<file path="src/rtl/mem_wb_sequencer.sv">
// mem_wb_sequencer: holds loads/stores in MEM across the data-memory handshake, drives MEM/WB enable/valid,
// applies writeback holds, abandons hung accesses and counts commits into MEM/WB.
module mem_wb_sequencer #(
    parameter int TIMEOUT = 16,
    parameter int CNT_W   = 32
) (
    input  logic             clk_MemWB,
    input  logic             rst_MemWB,
    input  logic             valid_ex,
    input  logic             mem_read,
    input  logic             mem_write,
    input  logic             dmem_ack,
    input  logic             hold_wb,
    output logic             dmem_req,
    output logic             en_MemWB,
    output logic             valid_in_MemWB,
    output logic             stall_front,
    output logic             busy,
    output logic             mem_err,
    output logic [CNT_W-1:0] retired
);
    localparam int WW = $clog2(TIMEOUT) + 1;
    localparam logic [WW-1:0] LAST = WW'(TIMEOUT - 1);

    typedef enum logic {IDLE, ACCESS} state_t;

    state_t           r_state;
    logic [WW-1:0]    r_wait;
    logic             r_err;
    logic [CNT_W-1:0] r_ret;
    logic             w_memop;
    logic             w_acc;
    logic             w_last;

    assign w_memop = valid_ex & (mem_read | mem_write);
    assign w_acc   = ~rst_MemWB & (r_state == ACCESS);
    assign w_last  = r_wait == LAST;
    assign mem_err = r_err;
    assign retired = r_ret;

    // Enable stays high through reset so the MEM/WB register is cleared by it.
    always_comb begin
        dmem_req       = w_acc;
        busy           = w_acc;
        en_MemWB       = rst_MemWB | ~hold_wb;
        valid_in_MemWB = ~rst_MemWB & ~hold_wb & (w_acc ? dmem_ack : valid_ex & ~w_memop);
        stall_front    = ~rst_MemWB & (hold_wb | (w_acc ? ~dmem_ack & ~w_last : w_memop));
    end

    always_ff @(posedge clk_MemWB or posedge rst_MemWB) begin
        if (rst_MemWB) begin
            r_state <= IDLE;
            r_wait  <= '0;
            r_err   <= 1'b0;
            r_ret   <= '0;
        end else if (!hold_wb) begin
            if (valid_in_MemWB) r_ret <= r_ret + CNT_W'(1);
            if (r_state == IDLE) begin
                if (w_memop) begin
                    r_state <= ACCESS;
                    r_wait  <= '0;
                end
            end else if (dmem_ack) begin
                r_state <= IDLE;
            end else if (w_last) begin
                r_state <= IDLE;
                r_err   <= 1'b1;
            end else begin
                r_wait <= r_wait + WW'(1);
            end
        end
    end
endmodule
</file>
<file path="config.mk">
export PLATFORM = sky130hd
export DESIGN_NAME = mem_wb_sequencer
export DESIGN_NICKNAME = d
export VERILOG_FILES = /design/src/rtl/mem_wb_sequencer.sv
export SDC_FILE = /design/constraint.sdc
export NUM_CORES = 1
export LEC_CHECK = 0
export BUFFER_PORTS_ARGS = -buffer_cell sky130_fd_sc_hd__buf_2
export CORE_MARGIN = 2
export CORE_UTILIZATION = 60
export CTS_BUF_LIST = sky130_fd_sc_hd__clkbuf_8
export DETAILED_ROUTE_END_ITERATION = 8
export GPL_TIMING_DRIVEN = 0
export PLACE_DENSITY_LB_ADDON = 0.2
export SYNTH_ARGS = -nofsm -noshare
export SYNTH_HDL_FRONTEND = slang
export SYNTH_SLANG_ARGS = --single-unit
export TNS_END_PERCENT = 5
</file>
<file path="constraint.sdc">
create_clock -name clk_MemWB -period 5.09 [get_ports clk_MemWB]
set_clock_uncertainty 0.1 [all_clocks]
set_input_delay 0.2545 -clock clk_MemWB [delete_from_list [all_inputs] [get_ports clk_MemWB]]
set_output_delay 0.2545 -clock clk_MemWB [all_outputs]
set_load 0.005 [all_outputs]
</file>
-- After elaboration in Yosys (flattened, before gate mapping)
Index checks and enable logic that the tools add are counted.
- bits in registers: 39
- bits of input ports: 7
- output and inout port bits: 38
- logic and storage cells: 38
- $add $sub $neg: 2
- equality and inequality tests: 3
- muxes and demuxes: 10
- bitwise logic cells: 15
- reduce and logical (&&, ||, !) cells: 4
- operators by type and width (cell ; count):
    adder 32 x 1 -> 32 bit, second input constant ; 1
    two-way mux 5 bit ; 4
    AND reduction 4 bit ; 2
    AND 1 bit ; 7
    two-way mux 1 bit ; 6
    adder 5 x 1 -> 5 bit, second input constant ; 1
    equality test 5 x 4 -> 1 bit, second input constant ; 1
    NOT 1 bit ; 5
    inequality test 2 bit, second input constant ; 2
    bitwise OR 1 bit ; 3
    AND reduction 2 bit ; 1
    nonzero test 2 bit ; 1

-- Depth between registers and ports, before layout
- word-level depth: 7
- depth in mapped cells: 7

-- Least setup slack after synthesis
No wires, ideal clock.
- path type: register to register
- start: register r_wait[0]
- end: register r_wait[2]
- setup time: 0.121 ns
- data arrival time: 1.902 ns
- slack: 2.967 ns
- cell stages (with the launch flop): 8
- cell sequence: dfrtp_1 -> ha_1 -> and3_1 -> ha_1 -> or3b_1 -> o21a_1 -> or2_1 -> a22o_1
- word-level cells in the longest chain between the ends: 4
- elaborated cells between the ends (all ways): 7
- classes of those cells: add/sub: 1; eq/ne: 2; mux: 3; reduce/logical: 1
- RTL lines (element ; RTL line ; RTL):
    start, declared ; 28 ; logic [WW-1:0] r_wait;
    start signal, assigned ; 69 ; r_wait <= r_wait + WW'(1);
    adder 5 x 1 -> 5 bit ; 69 ;
    two-way mux 5 bit ; 65 ; end else if (w_last) begin
    two-way mux 5 bit ; 63 ; end else if (dmem_ack) begin
    two-way mux 5 bit ; 58 ; if (r_state == IDLE) begin
Several ways; a longest one is shown, not always the timed one. The select of a mux whose other input is x is not followed.
A chain may end at the register's enable or synchronous reset.

-- Worst setup path in the final report
- start: register r_wait[0]
- end: output stall_front
- word-level cells in the longest chain between the ends: 6
- RTL lines (element ; RTL line ; RTL):
    equality test 5 x 4 -> 1 bit ; 37 ; assign w_last = r_wait == LAST;
    NOT 1 bit ; 47 ; stall_front = ~rst_MemWB & (hold_wb | (w_acc ? ~dmem_ack & ~w_last : w_memop));
    AND 1 bit ; 47 ;
    two-way mux 1 bit ; 47 ;
    bitwise OR 1 bit ; 47 ;
    AND 1 bit ; 47 ;
    end, declared ; 17 ; output logic stall_front,
No other way between the ends.

==> flow_summary.json <==
{
  "powerDensity_nw_per_um2": 274,
  "cts_resized": 0,
  "fillers": 258,
  "gp_congestion": 0.770,
  "fin_nets": 247,
  "antenna_found_initial": 0,
  "drc": 0,
  "max_freq_mhz": 401,
  "die_area_sq_um": 3900,
  "p_leak_uw": 0.00134,
  "cts_post_setup_buffers_inserted": 0,
  "rsz0062_at_grt": "false",
  "cp.arrival_ns": 2.14,
  "critPathKind": "reg2out",
  "switching_power_uw": 173,
  "root_buffer": "clkbuf_8",
  "ir_drop_uv": 159,
  "finalWirelength_mm": 3.89,
  "cts_tree": "done",
  "synth_cell_types": 45,
  "syn_nets": 196,
  "ys_async_sr_fraction": 1.00,
  "setup_viol": 0,
  "drive_gt1_frac": 0.308,
  "ios": 45,
  "grt_overflow": 0,
  "place_area_sq_um": 2320,
  "ys_ff_latch": 39,
  "fp.dieW_microns": 62.4,
  "clkPwrFrac": 0.313,
  "grt_usage": 0.227,
  "first_pass_iters": 4,
  "insertion_delay_ns": 0.29,
  "clk_path_buf_depth": 2,
  "drv_cap": 0,
  "synth-edff-count": 0,
  "synth_ff_type": "dfrtp_1",
  "portBuffers": 44,
  "cts_sinks": 39,
  "synth_area_sq_um": 2050,
  "seqPwrFrac": 0.552,
  "seq_area_frac_synth": 0.477,
  "switching_share": 0.263,
  "die_y_microns": 62.4,
  "cts_made_buffers": 5,
  "initial_core_util": 0.618,
  "crit_required_ns": 4.74,
  "slew_headroom": 0.468,
  "holdBufCountCts": 0,
  "startpoint_type": "flip-flop",
  "wire_per_inst_microns": 13.7,
  "period_share": 0.490,
  "syn_inst": 186,
  "fin_crit_ns": 2.50,
  "cp-end-kind": "output pin",
  "stdcell_area_sq_um": 2410,
  "tightest_slew_ns": 0.797,
  "finalHoldViolCount": 0,
  "hp-class": "in2async",
  "slew_violations": 0,
  "syn_to_final_growth_pct": 17.8,
  "vias": 1571,
  "grt_pass1_wl_mm": 7.02,
  "coreArea_sq_um": 3310,
  "p_int_uw": 487,
  "synth_warnings": 0,
  "diodes": 0,
  "reg2reg_depth": 7,
  "hpwl_mm": 2.77,
  "rows": 21,
  "setup_tns_ns": 0,
  "clkTransAtPathRegs_ns": 0.07,
  "vias_per_cell": 5.55,
  "grt_max_degree": 41,
  "power_frac_comb": 0.135,
  "grt_pass1_vias": 1519,
  "path_max_fanout": 5,
  "avgSynthCellArea_sq_um": 11.0,
  "status": "finished clean",
  "ant_nets": 0,
  "drtIter0Drc": 105,
  "htreeDepth": 2
}
[routing by layer]
metal  vias up  GRT usage  part of all wire
met5         -          0                 0
met4         0     0.0806             0.015
met3         8     0.0559             0.061
met2        51      0.349              0.47
met1       760      0.315              0.45
li1        752          -                 -
[critical path, stage by stage, from the launching register on]
cell	delay, ns
dfrtp_1	0.42
ha_1	0.23
and3_1	0.19
ha_1	0.21
or3b_1	0.37
o21a_1	0.16
a21oi_1	0.15
buf_2	0.12
[stage by stage]
stage	total power, uW	cells	util	hold slack (ns)	worst slack, ns
floorplan	424	186	-	0.306	2.97
global route	700	283	0.729	0.128	2.43
CTS	665	283	0.729	0.0791	2.59
detailed placement	460	276	0.702	0.353	2.82
global placement	457	276	0.702	0.345	2.84
finish	661	283	0.729	0.0417	2.59
[kinds of logic after synthesis]
| kind of cell | Yosys count | share of synthesized area |
|---|---|---|
| simple gates | 80 | 0.260 |
| mux | 1 | 0.00550 |
| compound gates | 17 | 0.0660 |
| buf+inv | 15 | 0.0409 |
| fa+ha+maj | 3 | 0.0183 |
| flops | 39 | 0.477 |
| xor+xnor | 31 | 0.133 |
[area by class of cell]
class	instances	area (sq um)	share of cell area
multi-input combinational	132	987	0.409
sequential	39	976	0.405
timing repair buffer	44	220	0.0913
clock buffer	6	82.6	0.0342
tap	46	57.6	0.0239
buffer	6	50.0	0.0207
inverter	9	33.8	0.0140
clock inverter	1	5.00	0.00207
[flip-flops by register name, indices dropped and copies added (netlist names)]
| signal | cells |
|---|---|
| r_state | 1 |
| mem_err | 1 |
| r_wait | 5 |
| retired | 32 |
[power groups by stage]
stage          registers (uW)  logic [uW]  clock network (uW)
2_1_floorplan             366        58.3                   0
3_3_place_gp              369        88.1                   0
6_report                  364        89.2                 207
5_1_grt                   370         104                 227
4_1_cts                   364        90.6                 210
3_5_place_dp              369        91.1                   0
[synth_stat cells (all sizes together) (2+ instances only)]
cell / number / area (sq um)
and4: 4 / 38.8
xnor2: 7 / 61.3
o2111ai: 3 / 38.8
xor2: 24 / 210
and2: 3 / 18.8
buf: 5 / 46.3
ha: 3 / 37.5
nand3: 10 / 50.1
nand2: 15 / 63.8
nor4: 6 / 82.6
nor3: 16 / 85.1
o21ai: 6 / 30.0
inv: 9 / 33.8
nand4: 5 / 61.3
nor2: 6 / 22.5
and3: 6 / 38.8
dfrtp: 39 / 976
or3: 2 / 12.5
[worst paths after layout]
check | slack (ns) | startpoint | to
min in group clk_MemWB | 0.20 | dmem_ack | mem_err
max in group asynchronous | 4.34 | rst_MemWB | retired[3]
worst min register to register | 0.37 | retired[31] | retired[31]
worst max-delay path | 2.59 | r_wait[0] | stall_front
worst max register to register | 2.81 | r_wait[0] | r_wait[2]
worst min-delay path | 0.04 | rst_MemWB | retired[27]
[cells in the final DEF (no fill, tap or decap), types with 5 or more instances in the layout]
| cell type | Yosys | routed |
|---|---|---|
| nor3_1 | 15 | 15 |
| buf_2 | 1 | 45 |
| inv_1 | 9 | 8 |
| and3_1 | 5 | 5 |
| dfrtp_1 | 39 | 39 |
| nand3_1 | 10 | 10 |
| clkbuf_8 | 0 | 6 |
| xnor2_1 | 7 | 7 |
| o21ai_0 | 6 | 6 |
| nor2_1 | 6 | 6 |
| xor2_1 | 24 | 24 |
| nand2_1 | 14 | 14 |
Note: power is estimated with default switching activity, not from simulation.
